`src/rtl/sipo_if.sv`:
```
// Chunk-in / word-out handshake bundle for the sipo reassembly block.
// master: the side that drives chunks and accepts words (link + datapath).
// slave: the sipo block itself.
interface sipo_if #(
  parameter int IN_WIDTH  = 8,
  parameter int OUT_WIDTH = 32
);
  logic [IN_WIDTH-1:0]  i_data;
  logic                 i_valid;
  logic                 o_ready;
  logic [OUT_WIDTH-1:0] o_data;
  logic                 o_valid;
  logic                 i_ready;
  logic                 o_partial;

  modport master (
    output i_data,
    output i_valid,
    output i_ready,
    input  o_ready,
    input  o_data,
    input  o_valid,
    input  o_partial
  );

  modport slave (
    input  i_data,
    input  i_valid,
    input  i_ready,
    output o_ready,
    output o_data,
    output o_valid,
    output o_partial
  );
endinterface

```
`src/rtl/sipo.sv`:
```
// Purpose: packs N_CHUNKS narrow chunks (first chunk in the MSBs) into one registered output word.
// Latency: o_valid rises one cycle after the final chunk is accepted; one word per N_CHUNKS cycles at full rate.
// Backpressure: non-final chunks are always accepted; the final chunk waits until the held word is taken.
module sipo #(
  parameter int IN_WIDTH  = 8,
  parameter int N_CHUNKS  = 4,
  parameter int OUT_WIDTH = IN_WIDTH * N_CHUNKS
) (
  input  logic  i_clk,
  input  logic  i_rst_n,
  input  logic  i_flush,
  sipo_if.slave bus
);

  localparam int              IDX_W    = (N_CHUNKS > 1) ? $clog2(N_CHUNKS) : 1;
  localparam logic [IDX_W-1:0] LAST_IDX = IDX_W'(N_CHUNKS - 1);

  logic [IDX_W-1:0]     idx_q;
  logic                 last_chunk;
  logic                 accept;
  logic [OUT_WIDTH-1:0] word_next;
  logic [OUT_WIDTH-1:0] data_q;
  logic                 valid_q;

  // With a single chunk per word idx never leaves 0, so every chunk is final.
  assign last_chunk = (idx_q == LAST_IDX);

  // Only the final chunk has to wait for the output register to free up;
  // earlier chunks go into the assembly buffer while the old word is held.
  assign bus.o_ready = last_chunk ? (!valid_q || bus.i_ready) : 1'b1;
  assign accept      = bus.i_valid && bus.o_ready;

  // Chunk position counter: advances per non-final chunk, wraps on the final one.
  always_ff @(posedge i_clk or negedge i_rst_n) begin
    if (!i_rst_n) begin
      idx_q <= '0;
    end else if (i_flush) begin
      idx_q <= '0;
    end else if (accept) begin
      if (last_chunk) begin
        idx_q <= '0;
      end else begin
        idx_q <= idx_q + 1'b1;
      end
    end
  end

  generate
    if (N_CHUNKS > 1) begin : g_asm
      localparam int ASM_W = (N_CHUNKS - 1) * IN_WIDTH;

      logic [ASM_W-1:0] asm_q;

      // Assembly buffer: slot k sits k chunks down from the MSB end. It is not
      // cleared after a word completes; the next word overwrites every slot.
      always_ff @(posedge i_clk or negedge i_rst_n) begin
        if (!i_rst_n) begin
          asm_q <= '0;
        end else if (i_flush) begin
          asm_q <= '0;
        end else if (accept && !last_chunk) begin
          for (int k = 0; k < N_CHUNKS - 1; k++) begin
            if (idx_q == IDX_W'(k)) begin
              asm_q[ASM_W-1-k*IN_WIDTH -: IN_WIDTH] <= bus.i_data;
            end
          end
        end
      end

      assign word_next = {asm_q, bus.i_data};
    end else begin : g_single
      assign word_next = bus.i_data;
    end
  endgenerate

  // Output register: a final accept loads a new word (replacing a word being
  // taken the same cycle, for back-to-back throughput); otherwise a take
  // simply drops valid and leaves the data in place.
  always_ff @(posedge i_clk or negedge i_rst_n) begin
    if (!i_rst_n) begin
      data_q  <= '0;
      valid_q <= 1'b0;
    end else if (i_flush) begin
      data_q  <= '0;
      valid_q <= 1'b0;
    end else if (accept && last_chunk) begin
      data_q  <= word_next;
      valid_q <= 1'b1;
    end else if (valid_q && bus.i_ready) begin
      valid_q <= 1'b0;
    end
  end

  assign bus.o_data    = data_q;
  assign bus.o_valid   = valid_q;
  assign bus.o_partial = (idx_q != '0);

endmodule

```
`src/flat_wrapper.sv`:
```
// flat-port wrapper written by rule: the top's interface ports become plain ports
module sipo_flat 
#(
  parameter int IN_WIDTH  = 8,
  parameter int N_CHUNKS  = 4,
  parameter int OUT_WIDTH = IN_WIDTH * N_CHUNKS
)
  (i_clk, i_rst_n, i_flush, bus_i_data, bus_i_valid, bus_i_ready, bus_o_ready, bus_o_data, bus_o_valid, bus_o_partial);
  sipo_if #(.IN_WIDTH(IN_WIDTH), .OUT_WIDTH(OUT_WIDTH)) bus_i ();
  input  logic i_clk;
  input  logic i_rst_n;
  input  logic i_flush;
  input wire logic [$bits(bus_i.i_data)-1:0] bus_i_data;
  input wire logic [$bits(bus_i.i_valid)-1:0] bus_i_valid;
  input wire logic [$bits(bus_i.i_ready)-1:0] bus_i_ready;
  output wire logic [$bits(bus_i.o_ready)-1:0] bus_o_ready;
  output wire logic [$bits(bus_i.o_data)-1:0] bus_o_data;
  output wire logic [$bits(bus_i.o_valid)-1:0] bus_o_valid;
  output wire logic [$bits(bus_i.o_partial)-1:0] bus_o_partial;
  assign bus_i.i_data = bus_i_data;
  assign bus_i.i_valid = bus_i_valid;
  assign bus_i.i_ready = bus_i_ready;
  assign bus_o_ready = bus_i.o_ready;
  assign bus_o_data = bus_i.o_data;
  assign bus_o_valid = bus_i.o_valid;
  assign bus_o_partial = bus_i.o_partial;
  sipo #(.IN_WIDTH(IN_WIDTH), .N_CHUNKS(N_CHUNKS), .OUT_WIDTH(OUT_WIDTH)) u_core (.i_clk(i_clk), .i_rst_n(i_rst_n), .i_flush(i_flush), .bus(bus_i));
endmodule
```
`config.mk`:
```
export PLATFORM = sky130hd
export DESIGN_NAME = sipo_flat
export DESIGN_NICKNAME = d
export VERILOG_FILES = /design/src/rtl/sipo_if.sv /design/src/rtl/sipo.sv /design/src/flat_wrapper.sv
export SDC_FILE = /design/constraint.sdc
export NUM_CORES = 1
export LEC_CHECK = 0
export CAP_MARGIN = 20
export CORE_ASPECT_RATIO = 0.7
export CORE_MARGIN = 10
export CORE_UTILIZATION = 50
export DETAILED_ROUTE_END_ITERATION = 8
export HOLD_SLACK_MARGIN = 0.12
export PLACE_DENSITY = 0.78
export SLEW_MARGIN = 20
export SYNTH_ARGS = -nofsm -noshare
export SYNTH_HDL_FRONTEND = slang
export SYNTH_SLANG_ARGS = --single-unit
```
`constraint.sdc`:
```
create_clock -name i_clk -period 1.6 [get_ports i_clk]
set_input_delay 0.32 -clock i_clk [delete_from_list [all_inputs] [get_ports i_clk]]
set_output_delay 0.32 -clock i_clk [all_outputs]
set_load 0.05 [all_outputs]
```
==> impl_metrics.env <==
export IMPL_cp_arrival_ns=1.26
export IMPL_synthesis_area_um2=2316
export IMPL_start_util_pct=52.59
export IMPL_ys_warn_count=0
export IMPL_p_switching_w=0.0007209
export IMPL_power_frac_comb_pct=10.4
export IMPL_htree_levels=3
export IMPL_clkPwrFrac_pct=37.9
export IMPL_overflow=0
export IMPL_ys_types=19
export IMPL_clock_latency_ns=0.32
export IMPL_cts_root_buf="clkbuf_8"
export IMPL_drt_iter0_drc=112
export IMPL_critPathRequiredTime_ns=1.28
export IMPL_path_class="flop to output pin"
export IMPL_path_cells="ha_4 > nand3b_1 > buf_12"
export IMPL_pre_cts_ws_ns=-0.1192
export IMPL_slew_viol_final=0
export IMPL_gp_congestion=0.7640
export IMPL_final_common_cell="dfrtp_1"
export IMPL_seqCellArea_um2=1479
export IMPL_io_buffers=47
export IMPL_irDropWorstVdd_mv=0.5669
export IMPL_yosysSeqAreaShare_pct=63.75
export IMPL_hold_violations=0
export IMPL_grt_max_degree=46
export IMPL_drt_pass1_iterations=4
export IMPL_syn_avg_cell_area_um2=13.46
export IMPL_grt_usage_pct=14.72
export IMPL_final_cell_mix="dfrtp_1, buf_4, a22o_1"
export IMPL_cts_sinks=59
export IMPL_hold_path_class="primary input to asynchronous set/reset pin"
export IMPL_wl_per_cell_um=18.66
export IMPL_crit_path_start_kind="flop"
export IMPL_clk_pin_slew_worst_paths_ns=0.06
export IMPL_area_growth_pct=37.93
export IMPL_status="complete, no violations"
export IMPL_fill_cells=292
export IMPL_cap_violations=0
export IMPL_post_route_cells_drive_above_1_share_pct=33.47
export IMPL_post_route_drc_count=0
export IMPL_grt_first_pass_wirelength_mm=9.121
export IMPL_r2r_start="u_core.idx_q[1]"
export IMPL_setup_viol=0
export IMPL_p_total_w=0.003009
export IMPL_swShare_pct=23.96
export IMPL_multi_input_area_um2=810.8
export IMPL_crit_path_end_kind="output pin"
export IMPL_fmax_mhz=632.6
export IMPL_vias=1651
export IMPL_numCtsBuffers=9
export IMPL_std_cell_rows=20
export IMPL_cpLargestDelayFamily="flip-flops"
export IMPL_slowest_stage="dfrtp_1"
export IMPL_p_leak_nw=1.695
export IMPL_antenna_found_initial=0
export IMPL_dieHeight_um=76.94
export IMPL_die_area_um2=7797
export IMPL_fin_crit_ns=1.581
export IMPL_grt_pass1_vias=1790
export IMPL_antennaDiodeCount=0
export IMPL_intPower_w=0.002288
export IMPL_synthCells=172
export IMPL_max_stage_delay_ns=0.44
export IMPL_fin_nets=256
export IMPL_dpl_hpwl_mm=3.844
export IMPL_crit_path_max_fanout=3
export IMPL_fp_dieW_um=101.3
export IMPL_ios=48
export IMPL_fin_skew_ns=0.003871
export IMPL_wirelength_mm=5.543
export IMPL_setup_ws_ns=0.01921
export IMPL_tritoncts="done"
export IMPL_power_density_nw_per_um2=941.9
export IMPL_finalCritPeriodShare_pct=98.80
export IMPL_worst_path_buf_inv=1
export IMPL_postRouteAntennaNets=0
export IMPL_slew_headroom_pct=77.09
export IMPL_cts_buffer_depth=2
export IMPL_max_slew_worst_pin_slew_ns=0.3436
export IMPL_synth_seq_cells=59
export IMPL_fp_coreArea_um2=4404
export IMPL_seqPwrFrac_pct=51.7
export IMPL_rsz0062_at_grt="true"
export IMPL_viasPerCell=5.559
export IMPL_startpoint="u_core.idx_q[1]"
export IMPL_mappedNetlistNets=189
-- metal layers --
layer | up-vias | global-route usage [%] | wire length [µm]
met3 | 5 | 7.520 | 510
met1 | 825 | 18.21 | 2453
met2 | 64 | 21.46 | 2549
met4 | 0 | 5.139 | 29
met5 | - | 0 | 0
li1 | 757 | - | -
-- synth_stat cells --
master	instances	area, µm²
o31ai_1	2	15.01
mux2i_1	24	240.2
nor2_1	24	90.09
and2_1	1	6.260
buf_4	3	22.52
a31oi_1	1	6.260
nand4b_1	1	8.760
inv_1	3	11.26
nand2b_1	1	6.260
a22o_1	32	280.3
or4b_2	1	10.01
clkbuf_1	3	11.26
ha_1	4	50.05
nand2_1	1	3.750
buf_2	6	30.03
a21oi_1	1	5.000
nand3b_1	4	30.03
dfrtp_1	59	1476
nor3b_2	1	12.51
-- flip-flops by register name, summed over array words and instances (netlist names) --
name	count
u_core.bus.o_data	32
u_core.idx_q	2
u_core.bus.o_valid	1
u_core.g_asm.asm_q	24
-- cell families (layout without fill, tap and decap cells) --
logic type	after synthesis	in the layout	share of synthesized area [%]
flops	59	59	63.75
compound gates	36	36	13.24
simple gates	34	34	7.240
mux	24	24	10.37
buf+inv	15	85	3.241
fa+ha+maj	4	4	2.161
-- what timing repair did --
item	CTS	global route
gates cloned	0	0
buffers inserted	4	0
hold buffers	1	0
resized for setup	4	7
endpoints found under the hold margin	14	0
setup endpoints to repair	2	10
pin swaps	2	1
-- through the flow --
step	std cells	instance area (µm²)	utilization, %	TNS, ns	hold WS, ns
6_report	297	3194	72.53	0	0.4344
5_1_grt	297	3194	72.53	-0.2175	0.4534
4_1_cts	297	3164	71.85	-0.004151	0.4267
3_5_place_dp	278	2948	66.93	-4.038	0.2421
3_3_place_gp	278	2948	66.93	-1.367	0.2380
2_1_floorplan	172	2320	-	0	0.02441
-- worst paths after layout --
check	end	slack, ns	cells after the start
max	bus_o_ready	0.02	3
min	u_core.bus.o_data[20]	0.43	2
max reg2reg	u_core.bus.o_data[16]	0.06	6
min reg2reg	u_core.bus.o_data[26]	0.49	1
max in group asynchronous	u_core.bus.o_valid	0.62	3
min in group i_clk	u_core.bus.o_data[26]	0.49	1
-- power groups by stage --
| stage | Combinational, W | Clock (W) | Sequential [W] |
|---|---|---|---|
| 2_1_floorplan | 0.000134 | 0 | 0.00158 |
| 3_3_place_gp | 0.000282 | 0 | 0.00157 |
| 3_5_place_dp | 0.000292 | 0 | 0.00158 |
| 4_1_cts | 0.000304 | 0.00118 | 0.00155 |
| 5_1_grt | 0.000341 | 0.00125 | 0.00156 |
| 6_report | 0.000314 | 0.00114 | 0.00155 |
-- cell type report --
class	instances	share of cell area, %
inverter	3	0.3525
clock inverter	3	0.4700
multi-input combinational	98	25.38
timing repair buffer	68	20.60
tap	55	2.154
sequential	59	46.30
clock buffer	11	4.740
No activity file was read; power rests on OpenSTA's default activity.
